$ cat src/rtl/neuron_mac_param.sv
// Parametrised fully-connected neuron: weight RAM, bias, pipelined signed MAC, requantise, activation.
// Build option NEURON_SAT_EN: saturate the requantised sum to DATA_W instead of wrapping it.
module neuron_mac_param #(
   parameter int unsigned DATA_W     = 16,
   parameter int unsigned FRAC_W     = 8,
   parameter int unsigned NUM_WEIGHT = 128,
   parameter int unsigned ID_W       = 8,
   parameter int unsigned LAYER_NO   = 1,
   parameter int unsigned NEURON_NO  = 0,
   parameter int unsigned ACT_MODE   = 1
) (
   input  logic              clk,
   input  logic              rst,
   input  logic [ID_W-1:0]   cfg_layer,
   input  logic [ID_W-1:0]   cfg_neuron,
   input  logic              weight_valid,
   input  logic [DATA_W-1:0] weight_data,
   input  logic              bias_valid,
   input  logic [DATA_W-1:0] bias_data,
   input  logic              in_valid,
   input  logic [DATA_W-1:0] in_data,
   output logic              in_ready,
   output logic [DATA_W-1:0] out_data,
   output logic              out_valid,
   output logic              busy,
   output logic              wload_err
);

   localparam int unsigned   AW       = $clog2(NUM_WEIGHT);
   localparam int unsigned   PROD_W   = 2 * DATA_W;
   localparam int unsigned   ACC_W    = PROD_W + AW;
   localparam logic [AW-1:0] LAST_IDX = AW'(NUM_WEIGHT - 1);

   localparam logic [2:0] ST_IDLE  = 3'd0;
   localparam logic [2:0] ST_ACCUM = 3'd1;
   localparam logic [2:0] ST_DRAIN = 3'd2;
   localparam logic [2:0] ST_BIAS  = 3'd3;
   localparam logic [2:0] ST_ACT   = 3'd4;
   localparam logic [2:0] ST_DONE  = 3'd5;

   logic [2:0]               state_q, state_d;
   logic [AW-1:0]            wptr_q, wptr_d;
   logic [AW-1:0]            rptr_q, rptr_d;
   logic [DATA_W-1:0]        bias_q, bias_d;
   logic                     wload_err_q, wload_err_d;
   logic signed [ACC_W-1:0]  acc_q, acc_d;
   logic [DATA_W-1:0]        act_q;
   logic [DATA_W-1:0]        out_data_q, out_data_d;
   logic                     out_valid_q, out_valid_d;

   logic                     s1_v_q, s1_last_q;
   logic                     s2_v_q, s2_last_q;
   logic                     acc_last_q;
   logic [DATA_W-1:0]        s1_x_q, s1_w_q;
   logic signed [PROD_W-1:0] prod_q;
   logic [DATA_W-1:0]        mem_q [NUM_WEIGHT];

   logic                     sel, busy_w, fire, last_in, w_we, wr_try;
   logic signed [PROD_W-1:0] x_ext, w_ext;
   logic signed [ACC_W-1:0]  prod_ext, bias_ext;
   logic [DATA_W-1:0]        q_red;
   logic [DATA_W-1:0]        act_val;

   assign sel      = (cfg_layer == ID_W'(LAYER_NO)) && (cfg_neuron == ID_W'(NEURON_NO));
   assign busy_w   = (state_q != ST_IDLE) || out_valid_q;
   assign in_ready = !rst && !out_valid_q && ((state_q == ST_IDLE) || (state_q == ST_ACCUM));
   assign fire     = in_valid && in_ready;
   assign last_in  = (rptr_q == LAST_IDX);
   assign wr_try   = (weight_valid || bias_valid) && sel;
   assign w_we     = weight_valid && sel && !busy_w;

   assign x_ext    = {{DATA_W{s1_x_q[DATA_W-1]}}, s1_x_q};
   assign w_ext    = {{DATA_W{s1_w_q[DATA_W-1]}}, s1_w_q};
   assign prod_ext = {{AW{prod_q[PROD_W-1]}}, prod_q};
   // Bias is in the same Q format as inputs, so it lines up with products once shifted by FRAC_W.
   assign bias_ext = {{(ACC_W-DATA_W-FRAC_W){bias_q[DATA_W-1]}}, bias_q, {FRAC_W{1'b0}}};

`ifdef NEURON_SAT_EN
   logic [ACC_W-FRAC_W-DATA_W:0] q_hi;
   logic                         unused_frac;

   assign q_hi        = acc_q[ACC_W-1:FRAC_W+DATA_W-1];
   assign unused_frac = ^acc_q[FRAC_W-1:0];

   always_comb begin
      if ((&q_hi) || !(|q_hi)) begin
         q_red = acc_q[FRAC_W +: DATA_W];
      end else if (q_hi[ACC_W-FRAC_W-DATA_W]) begin
         q_red = {1'b1, {(DATA_W-1){1'b0}}};
      end else begin
         q_red = {1'b0, {(DATA_W-1){1'b1}}};
      end
   end
`else
   logic unused_acc;

   assign q_red      = acc_q[FRAC_W +: DATA_W];
   assign unused_acc = ^{acc_q[ACC_W-1:FRAC_W+DATA_W], acc_q[FRAC_W-1:0]};
`endif

   generate
      if (ACT_MODE == 0) begin : g_ident
         assign act_val = q_red;
      end else if (ACT_MODE == 1) begin : g_relu
         assign act_val = q_red[DATA_W-1] ? '0 : q_red;
      end else begin : g_hsig
         localparam logic signed [DATA_W:0] HALF = (DATA_W+1)'(1) << (FRAC_W - 1);
         localparam logic signed [DATA_W:0] ONE  = (DATA_W+1)'(1) << FRAC_W;
         logic signed [DATA_W:0] h;

         // One extra bit so the +0.5 offset can never wrap before the clamp.
         assign h       = ($signed({q_red[DATA_W-1], q_red}) >>> 2) + HALF;
         assign act_val = (h < 0)   ? '0 :
                          (h > ONE) ? ONE[DATA_W-1:0] : h[DATA_W-1:0];
      end
   endgenerate

   always_comb begin
      // NOTE: every variable gets a default first, so no path through this block can infer a latch.
      state_d     = state_q;
      wptr_d      = wptr_q;
      rptr_d      = rptr_q;
      bias_d      = bias_q;
      wload_err_d = wload_err_q;
      acc_d       = acc_q;
      out_data_d  = out_data_q;
      out_valid_d = 1'b0;

      if (w_we) begin
         wptr_d = (wptr_q == LAST_IDX) ? '0 : wptr_q + AW'(1);
      end
      if (bias_valid && sel && !busy_w) begin
         bias_d = bias_data;
      end
      if (wr_try && busy_w) begin
         wload_err_d = 1'b1;
      end
      if (fire) begin
         rptr_d = last_in ? '0 : rptr_q + AW'(1);
      end
      if (s2_v_q) begin
         acc_d = acc_q + prod_ext;
      end

      case (state_q)
         ST_IDLE: begin
            if (fire) begin
               acc_d   = '0;
               state_d = ST_ACCUM;
            end
         end
         ST_ACCUM: begin
            if (fire && last_in) begin
               state_d = ST_DRAIN;
            end
         end
         ST_DRAIN: begin
            if (acc_last_q) begin
               state_d = ST_BIAS;
            end
         end
         ST_BIAS: begin
            acc_d   = acc_q + bias_ext;
            state_d = ST_ACT;
         end
         ST_ACT: begin
            state_d = ST_DONE;
         end
         ST_DONE: begin
            out_data_d  = act_q;
            out_valid_d = 1'b1;
            state_d     = ST_IDLE;
         end
         default: begin
            state_d = ST_IDLE;
         end
      endcase
   end

   // NOTE: the weight RAM and the MAC datapath have no reset; only the valid flags that qualify them do.
   always_ff @(posedge clk) begin
      if (w_we) begin
         mem_q[wptr_q] <= weight_data;
      end
      if (fire) begin
         s1_x_q <= in_data;
         s1_w_q <= mem_q[rptr_q];
      end
      prod_q <= x_ext * w_ext;
   end

   // NOTE: sequential state uses non-blocking assignments so every register samples pre-edge values.
   always_ff @(posedge clk or posedge rst) begin
      if (rst) begin
         state_q     <= ST_IDLE;
         wptr_q      <= '0;
         rptr_q      <= '0;
         bias_q      <= '0;
         wload_err_q <= 1'b0;
         acc_q       <= '0;
         act_q       <= '0;
         out_data_q  <= '0;
         out_valid_q <= 1'b0;
         s1_v_q      <= 1'b0;
         s1_last_q   <= 1'b0;
         s2_v_q      <= 1'b0;
         s2_last_q   <= 1'b0;
         acc_last_q  <= 1'b0;
      end else begin
         state_q     <= state_d;
         wptr_q      <= wptr_d;
         rptr_q      <= rptr_d;
         bias_q      <= bias_d;
         wload_err_q <= wload_err_d;
         acc_q       <= acc_d;
         out_data_q  <= out_data_d;
         out_valid_q <= out_valid_d;
         s1_v_q      <= fire;
         s1_last_q   <= fire && last_in;
         s2_v_q      <= s1_v_q;
         s2_last_q   <= s1_last_q;
         acc_last_q  <= s2_v_q && s2_last_q;
         if (state_q == ST_ACT) begin
            act_q <= act_val;
         end
      end
   end

   assign out_data  = out_data_q;
   assign out_valid = out_valid_q;
   assign busy      = busy_w;
   assign wload_err = wload_err_q;

endmodule
$ cat config.mk
export PLATFORM = sky130hd
export DESIGN_NAME = neuron_mac_param
export DESIGN_NICKNAME = d
export VERILOG_FILES = /design/src/rtl/neuron_mac_param.sv
export SDC_FILE = /design/constraint.sdc
export NUM_CORES = 2
export LEC_CHECK = 0
export ABC_AREA = 1
export ABC_CLOCK_PERIOD_IN_PS = 11200
export CAP_MARGIN = 0
export CELL_PAD_IN_SITES_DETAIL_PLACEMENT = 1
export CELL_PAD_IN_SITES_GLOBAL_PLACEMENT = 2
export CORE_MARGIN = 5
export CORE_UTILIZATION = 47
export DETAILED_ROUTE_END_ITERATION = 6
export GPL_ROUTABILITY_DRIVEN = 0
export PLACE_DENSITY = 0.95
export SYNTH_ARGS = -nofsm -noshare
export SYNTH_HDL_FRONTEND = slang
export SYNTH_SLANG_ARGS = --single-unit
$ cat constraint.sdc
create_clock -name clk -period 11.2 [get_ports clk]
set_input_delay 2.24 -clock clk [delete_from_list [all_inputs] [get_ports clk]]
set_output_delay 2.24 -clock clk [all_outputs]
set_load 0.005 [all_outputs]
==> results.py <==
metrics = {
    "setup_path": {
        "arrival_ps": 6780,
        "crit_top_cell": "fa_1",
        "crit_slowest_cell": "edfxtp_1",
        "cp_max_fo": 15,
        "cp_slowest_stage_delay_ps": 870,
        "path_class": "reg2reg",
        "cp.required_ps": 12000,
        "path_cells": "nand2_1, fa_1, fa_1, fa_1, inv_1, fa_1, fa_1, inv_1, fa_1, inv_1, ha_1, nand2_1, nor2_1, nor3b_1, a21oi_1, o21ai_0, xor2_1",
        "worstSetupStartpointType": "flop",
        "end_kind": "flop",
    },
    "floorplanning": {
        "num_io_pins": 89,
        "die_w_um": 467,
        "rows": 167,
        "initial_core_util_pct": 47.3,
        "die_h_um": 467,
        "die_area_um2": 218000,
        "core-area_um2": 207000,
    },
    "route": {
        "wl_per_cell_um": 26.3,
        "drc": 0,
        "first_iter_violations": 7375,
        "vias": 69755,
        "drt_pass1_iterations": 6,
        "wirelength_um": 308000,
        "drt-vias-per-instance": 5.95,
        "ant_nets": 0,
    },
    "timing": {
        "finalMaxSlewViolations": 0,
        "hold_violations": 0,
        "whs_ps": 350,
        "setup_viol": 0,
        "slew_headroom_pct": 13.2,
        "rsz0062_at_grt": "no",
        "worst_pin_slew_ps": 1300,
        "fin_worst_skew_ps": 72.0,
        "fin_crit_ps": 5980,
        "min_period_over_period_pct": 53.4,
        "setup_tns_ps": 0,
        "fmax_mhz": 167,
    },
    "global_routing": {
        "grt_pass1_vias": 74034,
        "grt_pass1_wl_um": 462000,
        "grt_max_degree": 192,
        "gr-usage-all-layers_pct": 27.8,
        "antenna_found_initial": 10,
        "grt-ovfl-total": 0,
    },
    "clocking": {
        "clk_pin_slew_worst_paths_ps": 70,
        "cts_buffers": 218,
        "clk_path_buf_depth": 3,
        "cts_tree": "built",
        "cts.sinks": 2198,
        "clk_latency_ps": 890,
        "ctsResizeCount": 0,
        "cts_max_level": 4,
        "ctsHoldBuffers": 0,
        "cts_setup_buffers": 0,
        "root_buffer": "clkbuf_16",
    },
    "yosys": {
        "synth_area_leaders": "edfxtp_1 (64%), nand3_1 (11%), nand2_1 (9.9%), fa_1 (3.9%), dfrtp_1 (2.4%)",
        "synthArstFlopShare_pct": 4.28,
        "synth.cells.most_frequent": "nand2_1 (2585), nand3_1 (2120), edfxtp_1 (2080)",
        "synth-seq-cells": 2198,
        "yosysSeqAreaShare_pct": 66.5,
        "syn-num-nets": 9163,
        "syn_avg_cell_area_um2": 11.2,
        "synth_area_um2": 98200,
        "syn_inst": 8792,
        "ys.flop_type": "edfxtp_1",
        "ys_warn_count": 0,
        "synth_edf_count": 2080,
        "yosysTopAreaCell": "edfxtp_1",
        "synth.most_common_cell": "nand2_1",
        "synth_top_area_share_pct": 63.6,
        "synth_cell_types": 48,
    },
    "cells_and_area": {
        "final_util_pct": 52.3,
        "final_nets": 9136,
        "area_delta_synth_final_pct": 10.5,
        "post_route_cells_drive_above_1_share_pct": 6.29,
    },
    "placed_design": {
        "numPortBuffers": 87,
        "dp_hpwl_um": 180000,
    },
    "power_and_ir_drop": {
        "power_per_cell_area_nw_per_um2": 159,
        "ir_drop_uv": 164,
        "leakage_nw": 40.7,
        "totalPowerFinal_mw": 17.3,
    },
    "run_status": {
        "status": "complete, no violations",
    },
    "hold_path": {
        "hp-class": "reg2reg",
    },
    "job": {
        "maxCapViolCount": 0,
    },
}
-- flip-flops by register name, indices dropped and copies added (netlist names), 3 cells and up --
signal / count
acc_q: 24
act_q: 15
bias_q: 16
mem_q: 2048
out_data: 15
prod_q: 24
rptr_q: 7
s1_w_q: 16
s1_x_q: 16
state_q: 3
wptr_q: 7
-- stage by stage --
| step | cell area [um^2] | worst slack (ps) | std cells |
|---|---|---|---|
| final | 108000 | 5220 | 11730 |
| after global routing | 108000 | 4980 | 11727 |
| after CTS | 108000 | 5240 | 11725 |
| after detailed placement | 102000 | 5220 | 11333 |
| after global placement | 102000 | 5470 | 11333 |
| after floorplan | 98200 | 5840 | 8792 |
-- routing by layer --
layer  routed length, um  vias up  global-route usage, %
li1                    -    30268                      -
met1              119000    35652                   35.9
met2              151000     3142                   46.9
met3               23700      693                   4.19
met4               14600        0                   12.1
met5                   0        -                      0
-- path summary, 6_finish.rpt --
path / start / slack [ps] / end / cells past startpoint
worst max-delay path: s1_x_q[10] / 5220 / prod_q[17] / 17
worst min-delay path: s1_last_q / 350 / s2_last_q / 0
worst max register to register: s1_x_q[10] / 5220 / prod_q[17] / 17
worst min register to register: s1_last_q / 350 / s2_last_q / 0
max in group asynchronous: rst / 8170 / act_q[0] / 3
min in group asynchronous: rst / 1820 / acc_q[23] / 2
-- worst max-delay path: cells and delay by family (launching register included) --
family | cells | cell delay, ps
adders and majority gates | 7 | 3420
xor gates and xnor gates | 1 | 180
buffers and inverters | 3 | 150
and+or+nand+nor | 4 | 780
AOI/OAI and AO/OA | 2 | 530
DFF | 1 | 870
-- cell type report --
class / instances / area [um^2]
clock buffer: 269 / 5660
antenna: 5 / 12.5
tap: 2788 / 3490
inverter: 495 / 1900
multi-input combinational: 5579 / 28600
sequential: 2198 / 65300
timing repair buffer: 273 / 2310
fill: 21715 / 99000
clock inverter: 123 / 1170
-- cell families (layout without fill, tap and decap cells) --
family / after synthesis / count (layout) / share of synthesized area (%)
compound gates: 213 / 213 / 1.17
xor+xnor: 31 / 31 / 0.276
fa+ha+maj: 302 / 302 / 5.29
buf+inv: 1015 / 1160 / 4.40
flops: 2198 / 2198 / 66.5
mux: 16 / 16 / 0.183
other cells: 1 / 6 / 0.00382
simple gates: 5016 / 5016 / 22.2
-- power by group --
part	switching (mW)	internal, mW	total [mW]
Clock	3.23	3.89	7.12
Sequential	0.0504	9.01	9.06
Combinational	0.812	0.274	1.09
Total	4.09	13.2	17.3
-- layout by cell type, fill, tap and decap left out, types with 87 or more instances in the layout --
cell type     n
o21ai_0      87
clkbuf_16   218
nand2_1    2585
buf_4       195
nand3_1    2120
inv_1       484
ha_1        113
dfrtp_1      89
edfxtp_1   2080
a21oi_1      92
fa_1        189
nor2_1      226
Power figures use the tool's default switching activity.
